## src/rtl/mem_slot_sequencer.sv

```systemverilog
// mem_slot_sequencer: alternates CPU and DMA memory bus slots, arbitrates DMA channels, lends idle DMA slots to the CPU, and generates /DTACK and DMA acks
// Ports:
//   clk_i          system clock, all state on rising edge
//   rst_ni         system reset (_systemReset), asynchronous, active low
//   clk_en_i       bus-tick enable; the phase advances only when high
//   cpu_as_n_i     CPU address strobe, active low
//   cpu_sel_mem_i  decoded RAM/ROM select
//   cpu_sel_slow_i decoded VPA-style peripheral (never gets /DTACK here)
//   dma_req_i      per-channel DMA request, held until its dma_ack
//   bus_phase_o    current phase of the bus cycle
//   cycle_ready_o  high in the last phase of the bus cycle
//   cpu_slot_o     current cycle is a CPU-owned slot
//   grant_cpu_o    CPU owns memory this cycle (CPU slot or stolen idle DMA slot)
//   grant_dma_o    one-hot DMA owner of the current cycle, zero if none
//   dma_ack_o      one-clk pulse for the granted channel on the final tick
//   cpu_dtack_n_o  CPU data acknowledge, active low
module mem_slot_sequencer #(
  parameter int PHASE_BITS  = 3,
  parameter int DMA_CH      = 3,
  parameter int RR_MODE     = 0,
  parameter int LATCH_PHASE = 2,
  parameter int DONE_PHASE  = 4
) (
  input  logic                  clk_i,
  input  logic                  rst_ni,
  input  logic                  clk_en_i,
  input  logic                  cpu_as_n_i,
  input  logic                  cpu_sel_mem_i,
  input  logic                  cpu_sel_slow_i,
  input  logic [DMA_CH-1:0]     dma_req_i,
  output logic [PHASE_BITS-1:0] bus_phase_o,
  output logic                  cycle_ready_o,
  output logic                  cpu_slot_o,
  output logic                  grant_cpu_o,
  output logic [DMA_CH-1:0]     grant_dma_o,
  output logic [DMA_CH-1:0]     dma_ack_o,
  output logic                  cpu_dtack_n_o
);
  localparam int LW = DMA_CH > 1 ? $clog2(DMA_CH) : 1;
  localparam logic [PHASE_BITS-1:0] PH_LAST  = '1;
  localparam logic [PHASE_BITS-1:0] PH_LATCH = PHASE_BITS'(LATCH_PHASE);
  localparam logic [PHASE_BITS-1:0] PH_DONE  = PHASE_BITS'(DONE_PHASE);
  localparam logic [LW-1:0]         LAST_RST = LW'(DMA_CH - 1);
  typedef enum logic {SLOT_CPU, SLOT_DMA} slot_e;
  slot_e                  slot_q, slot_d;
  logic [PHASE_BITS-1:0]  phase_q, phase_d;
  logic [DMA_CH-1:0]      grant_q, grant_d;
  logic [LW-1:0]          last_q, last_d;
  logic                   as_lat_q, as_lat_d;
  logic [DMA_CH-1:0]      win;
  logic [LW-1:0]          win_idx;
  logic                   found;
  logic                   wrap;
  logic                   steal;
  int                     idx;
  // Arbitration search: fixed priority scans from ch0, round-robin from last_grant+1
  always_comb begin
    win = '0;
    win_idx = last_q;
    found = 1'b0;
    idx = 0;
    for (int k = 0; k < DMA_CH; k++) begin
      idx = RR_MODE != 0 ? (int'(last_q) + 1 + k) % DMA_CH : k;
      if (!found && dma_req_i[idx]) begin
        found = 1'b1;
        win[idx] = 1'b1;
        win_idx = LW'(idx);
      end
    end
  end
  assign wrap = clk_en_i & cycle_ready_o;
  always_comb begin
    phase_d = clk_en_i ? phase_q + 1'b1 : phase_q;
    slot_d = wrap ? (slot_q == SLOT_CPU ? SLOT_DMA : SLOT_CPU) : slot_q;
    // Entering a DMA slot stores the winner; entering a CPU slot drops the grant
    grant_d = wrap ? (slot_q == SLOT_CPU ? win : '0) : grant_q;
    last_d = (wrap && slot_q == SLOT_CPU && found) ? win_idx : last_q;
    // /AS is sampled once per cycle; it is only forgotten at the cycle end if /AS has gone away
    as_lat_d = !clk_en_i ? as_lat_q :
               phase_q == PH_LATCH ? (~cpu_as_n_i & cpu_sel_mem_i) :
               (cycle_ready_o && cpu_as_n_i) ? 1'b0 : as_lat_q;
  end
  always_ff @(posedge clk_i or negedge rst_ni) begin
    if (!rst_ni) begin
      phase_q  <= '0;
      slot_q   <= SLOT_CPU;
      grant_q  <= '0;
      last_q   <= LAST_RST;
      as_lat_q <= 1'b0;
    end else begin
      phase_q  <= phase_d;
      slot_q   <= slot_d;
      grant_q  <= grant_d;
      last_q   <= last_d;
      as_lat_q <= as_lat_d;
    end
  end
  assign bus_phase_o   = phase_q;
  assign cycle_ready_o = phase_q == PH_LAST;
  assign cpu_slot_o    = slot_q == SLOT_CPU;
  assign steal         = slot_q == SLOT_DMA && grant_q == '0 && as_lat_q;
  assign grant_cpu_o   = cpu_slot_o | steal;
  assign grant_dma_o   = grant_q;
  // Ack is gated by the tick so a frozen bus never emits it; reset clears grant_q so no ack follows
  assign dma_ack_o     = grant_q & {DMA_CH{wrap}};
  assign cpu_dtack_n_o = ~((~cpu_as_n_i & as_lat_q & cpu_sel_mem_i & grant_cpu_o & (phase_q >= PH_DONE)) |
                           (~cpu_as_n_i & ~cpu_sel_mem_i & ~cpu_sel_slow_i));
endmodule

```

## config.mk

```make
export PLATFORM = sky130hd
export DESIGN_NAME = mem_slot_sequencer
export DESIGN_NICKNAME = d
export VERILOG_FILES = /design/src/rtl/mem_slot_sequencer.sv
export SDC_FILE = /design/constraint.sdc
export NUM_CORES = 1
export LEC_CHECK = 0
export BUFFER_PORTS_ARGS = -buffer_cell sky130_fd_sc_hd__buf_2
export CAP_MARGIN = 25
export CORE_AREA = 4 4 41 43
export CTS_BUF_LIST = sky130_fd_sc_hd__clkbuf_8
export DETAILED_ROUTE_END_ITERATION = 10
export DIE_AREA = 0 0 45 47
export MAX_ROUTING_LAYER = met4
export SYNTH_ARGS = -nofsm -noshare
export SYNTH_HDL_FRONTEND = slang
export SYNTH_SLANG_ARGS = --single-unit
```

## constraint.sdc

```tcl
create_clock -name clk_i -period 1.2 [get_ports clk_i]
set_clock_uncertainty 0.05 [all_clocks]
set_input_delay 0.06 -clock clk_i [delete_from_list [all_inputs] [get_ports clk_i]]
set_output_delay 0.06 -clock clk_i [all_outputs]
set_load 0.005 [all_outputs]
```

==> results of run 1 <==
==> area by class of cell <==
type / instances / area, um^2
clock buffer: 3 / 41.3
fill: 115 / 489
inverter: 4 / 15.0
multi-input combinational: 29 / 300
sequential: 8 / 200
tap: 15 / 18.8
timing repair buffer: 34 / 236
==> cell families after synthesis <==
family,Yosys count
xor+xnor,2
mux,3
buf+inv,5
simple gates,14
fa+ha+maj,3
compound gates,7
flops,8
==> repair_timing <==
item | CTS | global route
hold buffers | 2 | 0
endpoints found under the hold margin | 9 | 0
setup buffers | 5 | 0
setup endpoints to repair | 9 | 12
pin swaps | 4 | 2
gates resized for setup | 16 | 2
==> through the flow <==
stage / hold slack [ns] / setup WS [ns] / total power [mW]
4_1_cts: 0.0310 / -0.187 / 1.92
2_1_floorplan: -0.286 / -0.0634 / 0.931
5_1_grt: 0.0477 / -0.208 / 2.07
6_report: 0.0307 / -0.172 / 1.93
3_3_place_gp: -0.133 / -0.0664 / 1.31
3_5_place_dp: -0.130 / -0.117 / 1.34
==> routing by layer <==
layer  GRT usage [%]  vias to the layer above  share of wire (%)  wire length [um]
met2            27.1                       13                 56               745
met1            15.4                      223                 39               515
met3            5.75                        0                5.7                76
met4            3.51                        0                  0                 0
li1                -                      221                  -                 -
met5               -                        -                  0                 0
==> synthesized netlist by cell type <==
cell	count	area, um^2
or4b_1	1	10.0
ha_1	3	37.5
a21oi_1	1	5.00
nor2b_1	1	6.26
and3_1	3	18.8
a22o_1	1	8.76
mux2i_1	1	10.0
nor3_1	3	15.0
xnor2_1	1	8.76
inv_1	4	15.0
o2bb2ai_1	1	8.76
xor2_1	1	8.76
o41ai_1	1	8.76
dfrtp_1	8	200
nand2_1	6	22.5
buf_2	1	5.00
o21ai_0	2	10.0
mux2_2	2	22.5
o21ai_1	1	5.00
==> where the power goes <==
group | leakage [nW] | switching [mW] | internal, mW | total [mW]
registers | 0.0967 | 0.130 | 0.395 | 0.525
logic | 0.298 | 0.433 | 0.649 | 1.08
clock network | 0.0216 | 0.109 | 0.218 | 0.327
==> sequential cells by signal (all words and copies together), names as in the netlist <==
name         cells
as_lat_q         1
bus_phase_o      3
grant_dma_o      3
slot_q           1
==> worst paths after layout <==
kind                                       startpoint                          to  cells past startpoint
max                        bus_phase_o[0]$_DFFE_PN0P_                dma_ack_o[1]                      4
min                                      dma_req_i[1]  grant_dma_o[1]$_DFFE_PN0N_                      2
max reg2reg                bus_phase_o[0]$_DFFE_PN0P_  grant_dma_o[1]$_DFFE_PN0N_                      6
min reg2reg                      as_lat_q$_DFFE_PN0P_        as_lat_q$_DFFE_PN0P_                      1
max in group asynchronous                      rst_ni  grant_dma_o[0]$_DFFE_PN0N_                      2
min in group asynchronous                      rst_ni  bus_phase_o[1]$_DFFE_PN0P_                      2
==> critical path, delay by kind of cell, from the launching register on <==
kind          cells  cell delay, ns
flops             1            0.39
buf+inv           1            0.11
simple gates      1            0.17
fa+ha+maj         2            0.36
==> results.cfg, run 1 <==
[outcome]
outcome = complete, but fails checks
violations = setup timing

[placement]
routabilityCongestion = 0.753
dp_hpwl_um = 926
place.port_buffers = 21
placed_area_um2 = 628
placed_cells = 83

[hold_path]
hold_path_class = input port to register

[timing]
rsz0062_at_grt = yes
setup_slack_ns = -0.172
fin_crit_sh_pct = 114
hold_viol_final = 0
maxSlewHeadroom_pct = 80.5
min_period_ns = 1.37
fmax_ghz = 0.729
setup_viol = 12
worstMarginPinSlew_ns = 0.292
slew_violations = 0
setup_tns_ns = -1.44

[floorplan]
core-area_um2 = 1300
die_height_um = 47
dieWidth_um = 45
dieArea_um2 = 2120
ios = 22
rows = 13
initial_core_util_pct = 32.8

[global_routing]
grt_max_degree = 10
antenna_found_initial = 0
grt-ovfl-total = 0
grt_pass1_vias = 502
grt_first_pass_wirelength_mm = 2.15
grt.total_usage_pct = 15.1

[finish]
layout.cells.non_filler = 93
drive_gt1_share_pct = 65.4
mostFrequentLayoutCell = buf_2
utilization_pct = 62.4
diodes = 0
synthToLayoutAreaGrowth_pct = 90.3
nets = 92
final_cell_area_um2 = 812
mostFrequentLayoutCells = buf_2 (17), buf_4 (10), dfrtp_1 (8), buf_6 (5), nand2_1 (4)

[worst_setup_path]
slowest_stage = dfrtp_1
crit_path_end_kind = output port
crit_type = register to output port
slowest_delay_ns = 0.39
worstPathRequired_ns = 1.09
start_kind = register
r2r_setup_slack_ns = -0.16
cp_cell_sequence = ha_2, ha_4, and3_4, buf_6
worst-path-max-fanout = 5
cp_data_arrival_time_ns = 1.26

[routing]
drt_wl_total_mm = 1.34
num_vias = 457
drt_iter0_markers = 5
routed_via_density = 4.91
routedWlPerCell_um = 14.4
drc = 0
antenna_left = 0
first_pass_iters = 2

[synth]
synthXorXnorAreaFrac_pct = 4.11
avgSynthCellArea_um2 = 10.2
syn-cell-area_um2 = 427
yosys.area_share.adder_pct = 8.80
synth_cell_type_count = 19
synth_top_family_by_area = simple AND/OR/NAND/NOR gates
muxShareOfSynthArea_pct = 7.62
synth_fp_nets = 54
synth-simple-area-share_pct = 17.0
yosysSeqAreaShare_pct = 46.9
netlist_instances = 42
ys_warn_count = 0
ys_seq_elements = 8
synth_compound_area_share_pct = 10.9

[cts]
cts_sinks = 8
cts_htree_levels = 1
cts_made_buffers = 3
clockBufferDepth = 2
cts_tree = done
clockRootBuffer = clkbuf_8
path_clk_slew_ns = 0.04
clk-insertion-delay-late_ns = 0.23

[power]
ir_worst_vdd_v = 0.00146
p_per_area_nw_per_um2 = 2380
leakagePower_nw = 0.417

[job]
drv_cap = 0
No activity file was read; power rests on OpenSTA's default activity.
==> inputs of run 2 (changes only) <==
--- a/config.mk
+++ b/config.mk
@@ -7,11 +7,12 @@
 export LEC_CHECK = 0
 export BUFFER_PORTS_ARGS = -buffer_cell sky130_fd_sc_hd__buf_2
 export CAP_MARGIN = 25
-export CORE_AREA = 4 4 41 43
+export CORE_AREA = 2 2 39 41
 export CTS_BUF_LIST = sky130_fd_sc_hd__clkbuf_8
 export DETAILED_ROUTE_END_ITERATION = 10
-export DIE_AREA = 0 0 45 47
+export DIE_AREA = 0 0 41 43
 export MAX_ROUTING_LAYER = met4
+export SKIP_CTS_REPAIR_TIMING = 1
 export SYNTH_ARGS = -nofsm -noshare
 export SYNTH_HDL_FRONTEND = slang
 export SYNTH_SLANG_ARGS = --single-unit
==> run 2 against run 1 <==
  * The run still ends with setup timing left
  * Clock power fell by 4%
  * Sequential power up 1%
  * Combinational power down 4%
  * Clock-buffer cell count did not move
  * Cell count is 2.2% lower
  * Die area shrank 17%
  * Sequential share of layout area up 0.78 points
  * Core utilization decreased by 5.5 points
  * Critical path depth did not move
  * Via count shrank 6.8%
  * Routed wire length shrank 10%
  * First-iteration DRC count down 100%
  * Largest power group unchanged
  * Highest routed layer unchanged
==> results.cfg, run 2 (synthesized netlist as in run 1, its figures left out) <==
[power]
seq_power_share_pct = 28.2
fin_total_pwr_mw = 1.88
leakagePower_nw = 0.399
p_int_mw = 1.22
p_clk_share_pct = 16.7
switching_power_mw = 0.661
ir_worst_vdd_v = 0.00121
p_comb_share_pct = 55.1
switching_share_pct = 35.1
p_per_area_nw_per_um2 = 2390

[cts]
cts_tree = done
clk-insertion-delay-late_ns = 0.22
cts_htree_levels = 1
clockRootBuffer = clkbuf_8
clockBufferDepth = 2
cts_sinks = 8
cts_made_buffers = 3
path_clk_slew_ns = 0.04

[routing]
antenna_left = 0
routedWlPerCell_um = 13.2
first_pass_iters = 1
num_vias = 426
drt_iter0_markers = 0
routed_via_density = 4.68
drc = 0
drt_wl_total_mm = 1.20

[global_routing]
grt.total_usage_pct = 13.8
grt_max_degree = 10
antenna_found_initial = 0
grt-ovfl-total = 0
grt_first_pass_wirelength_mm = 1.55
grt_pass1_vias = 386

[floorplan]
core-area_um2 = 1380
dieArea_um2 = 1760
die_height_um = 43
dieWidth_um = 41
initial_core_util_pct = 30.8
ios = 22
rows = 14

[timing]
setup_tns_ns = -1.53
rsz0062_at_grt = yes
fin_crit_sh_pct = 116
setup_viol = 12
min_period_ns = 1.39
slew_violations = 0
whs_ns = 0.00161
worstMarginPinSlew_ns = 0.267
maxSlewHeadroom_pct = 82.1
fmax_ghz = 0.720
setup_slack_ns = -0.190
hold_viol_final = 0

[hold_path]
min_from = cpu_as_n_i
hold_depth = 2
hold_path_class = input port to register
hold_path_end = as_lat_q$_DFFE_PN0P_

[worst_setup_path]
r2r_setup_slack_ns = -0.17
crit_path_end_kind = output port
worstPathRequired_ns = 1.09
start_kind = register
r2r_start = bus_phase_o[1]$_DFFE_PN0P_
crit_type = register to output port
ff2ff_path_depth = 6
worst-path-max-fanout = 5
cp_data_arrival_time_ns = 1.28
reg2reg_to = grant_dma_o[1]$_DFFE_PN0N_

[finish]
diodes = 0
drive_gt1_share_pct = 62.7
synthToLayoutAreaGrowth_pct = 84.5
nets = 89
mostFrequentLayoutCells = buf_2 (18), dfrtp_1 (8), buf_4 (8)
fill_cells = 131
mostFrequentLayoutCell = buf_2
layout.cells.non_filler = 91

[job]
drv_cap = 0

[placement]
placed_cells = 83
dp_hpwl_um = 823
routabilityCongestion = 0.731
place.port_buffers = 21

[outcome]
violations = setup timing
outcome = complete, but fails checks
==> run 2: power by group through the flow <==
stage	clock network, mW	logic [mW]	registers, mW
2_1_floorplan	0	0.398	0.534
3_3_place_gp	0	0.799	0.502
3_5_place_dp	0	0.797	0.506
4_1_cts	0.319	0.812	0.503
5_1_grt	0.332	1.15	0.549
6_report	0.314	1.04	0.531
==> run 2: metrics by stage <==
stage | setup slack (ns) | cell area, um^2 | util [%]
4_1_cts | -0.250 | 663 | 47.9
5_1_grt | -0.223 | 787 | 56.9
6_report | -0.190 | 787 | 56.9
3_5_place_dp | -0.115 | 622 | 44.9
3_3_place_gp | -0.0839 | 622 | 44.9
2_1_floorplan | -0.0634 | 464 | -
==> run 2: worst max-delay path by stage <==
stage                                from              endpoint  slack (ns)  cells after the start
3_5_place_dp   bus_phase_o[0]$_DFFE_PN0P_  as_lat_q$_DFFE_PN0P_       -0.12                      5
3_3_place_gp   bus_phase_o[0]$_DFFE_PN0P_  as_lat_q$_DFFE_PN0P_       -0.08                      5
4_1_cts        bus_phase_o[1]$_DFFE_PN0P_          dma_ack_o[0]       -0.25                      4
5_1_grt        bus_phase_o[1]$_DFFE_PN0P_          dma_ack_o[0]       -0.22                      4
6_report       bus_phase_o[1]$_DFFE_PN0P_          dma_ack_o[0]       -0.19                      4
2_1_floorplan  bus_phase_o[0]$_DFFE_PN0P_  as_lat_q$_DFFE_PN0P_       -0.06                      5
==> run 2: final cells by class <==
class	instances	area, um^2	share of cell area (%)
clock buffers	3	41.3	5.25
inverters	4	15.0	1.91
repair buffers	31	205	26.1
well taps	16	20.0	2.54
flip-flops and latches	8	200	25.4
multi-input cells	29	305	38.8
==> run 2: per-layer routing <==
metal  up-vias  track usage [%]  routed length (um)
li1        212                -                   -
met1       200             17.4                 536
met2        14             19.4                 613
met3         0             1.57                  49
met4         0             10.0                   0
met5         -                -                   0
==> run 2: critical path, stage by stage (launching register included) <==
cell and delay [ns]:
dfrtp_1 0.40, ha_2 0.20, ha_4 0.17, and3_4 0.18
buf_6 0.11
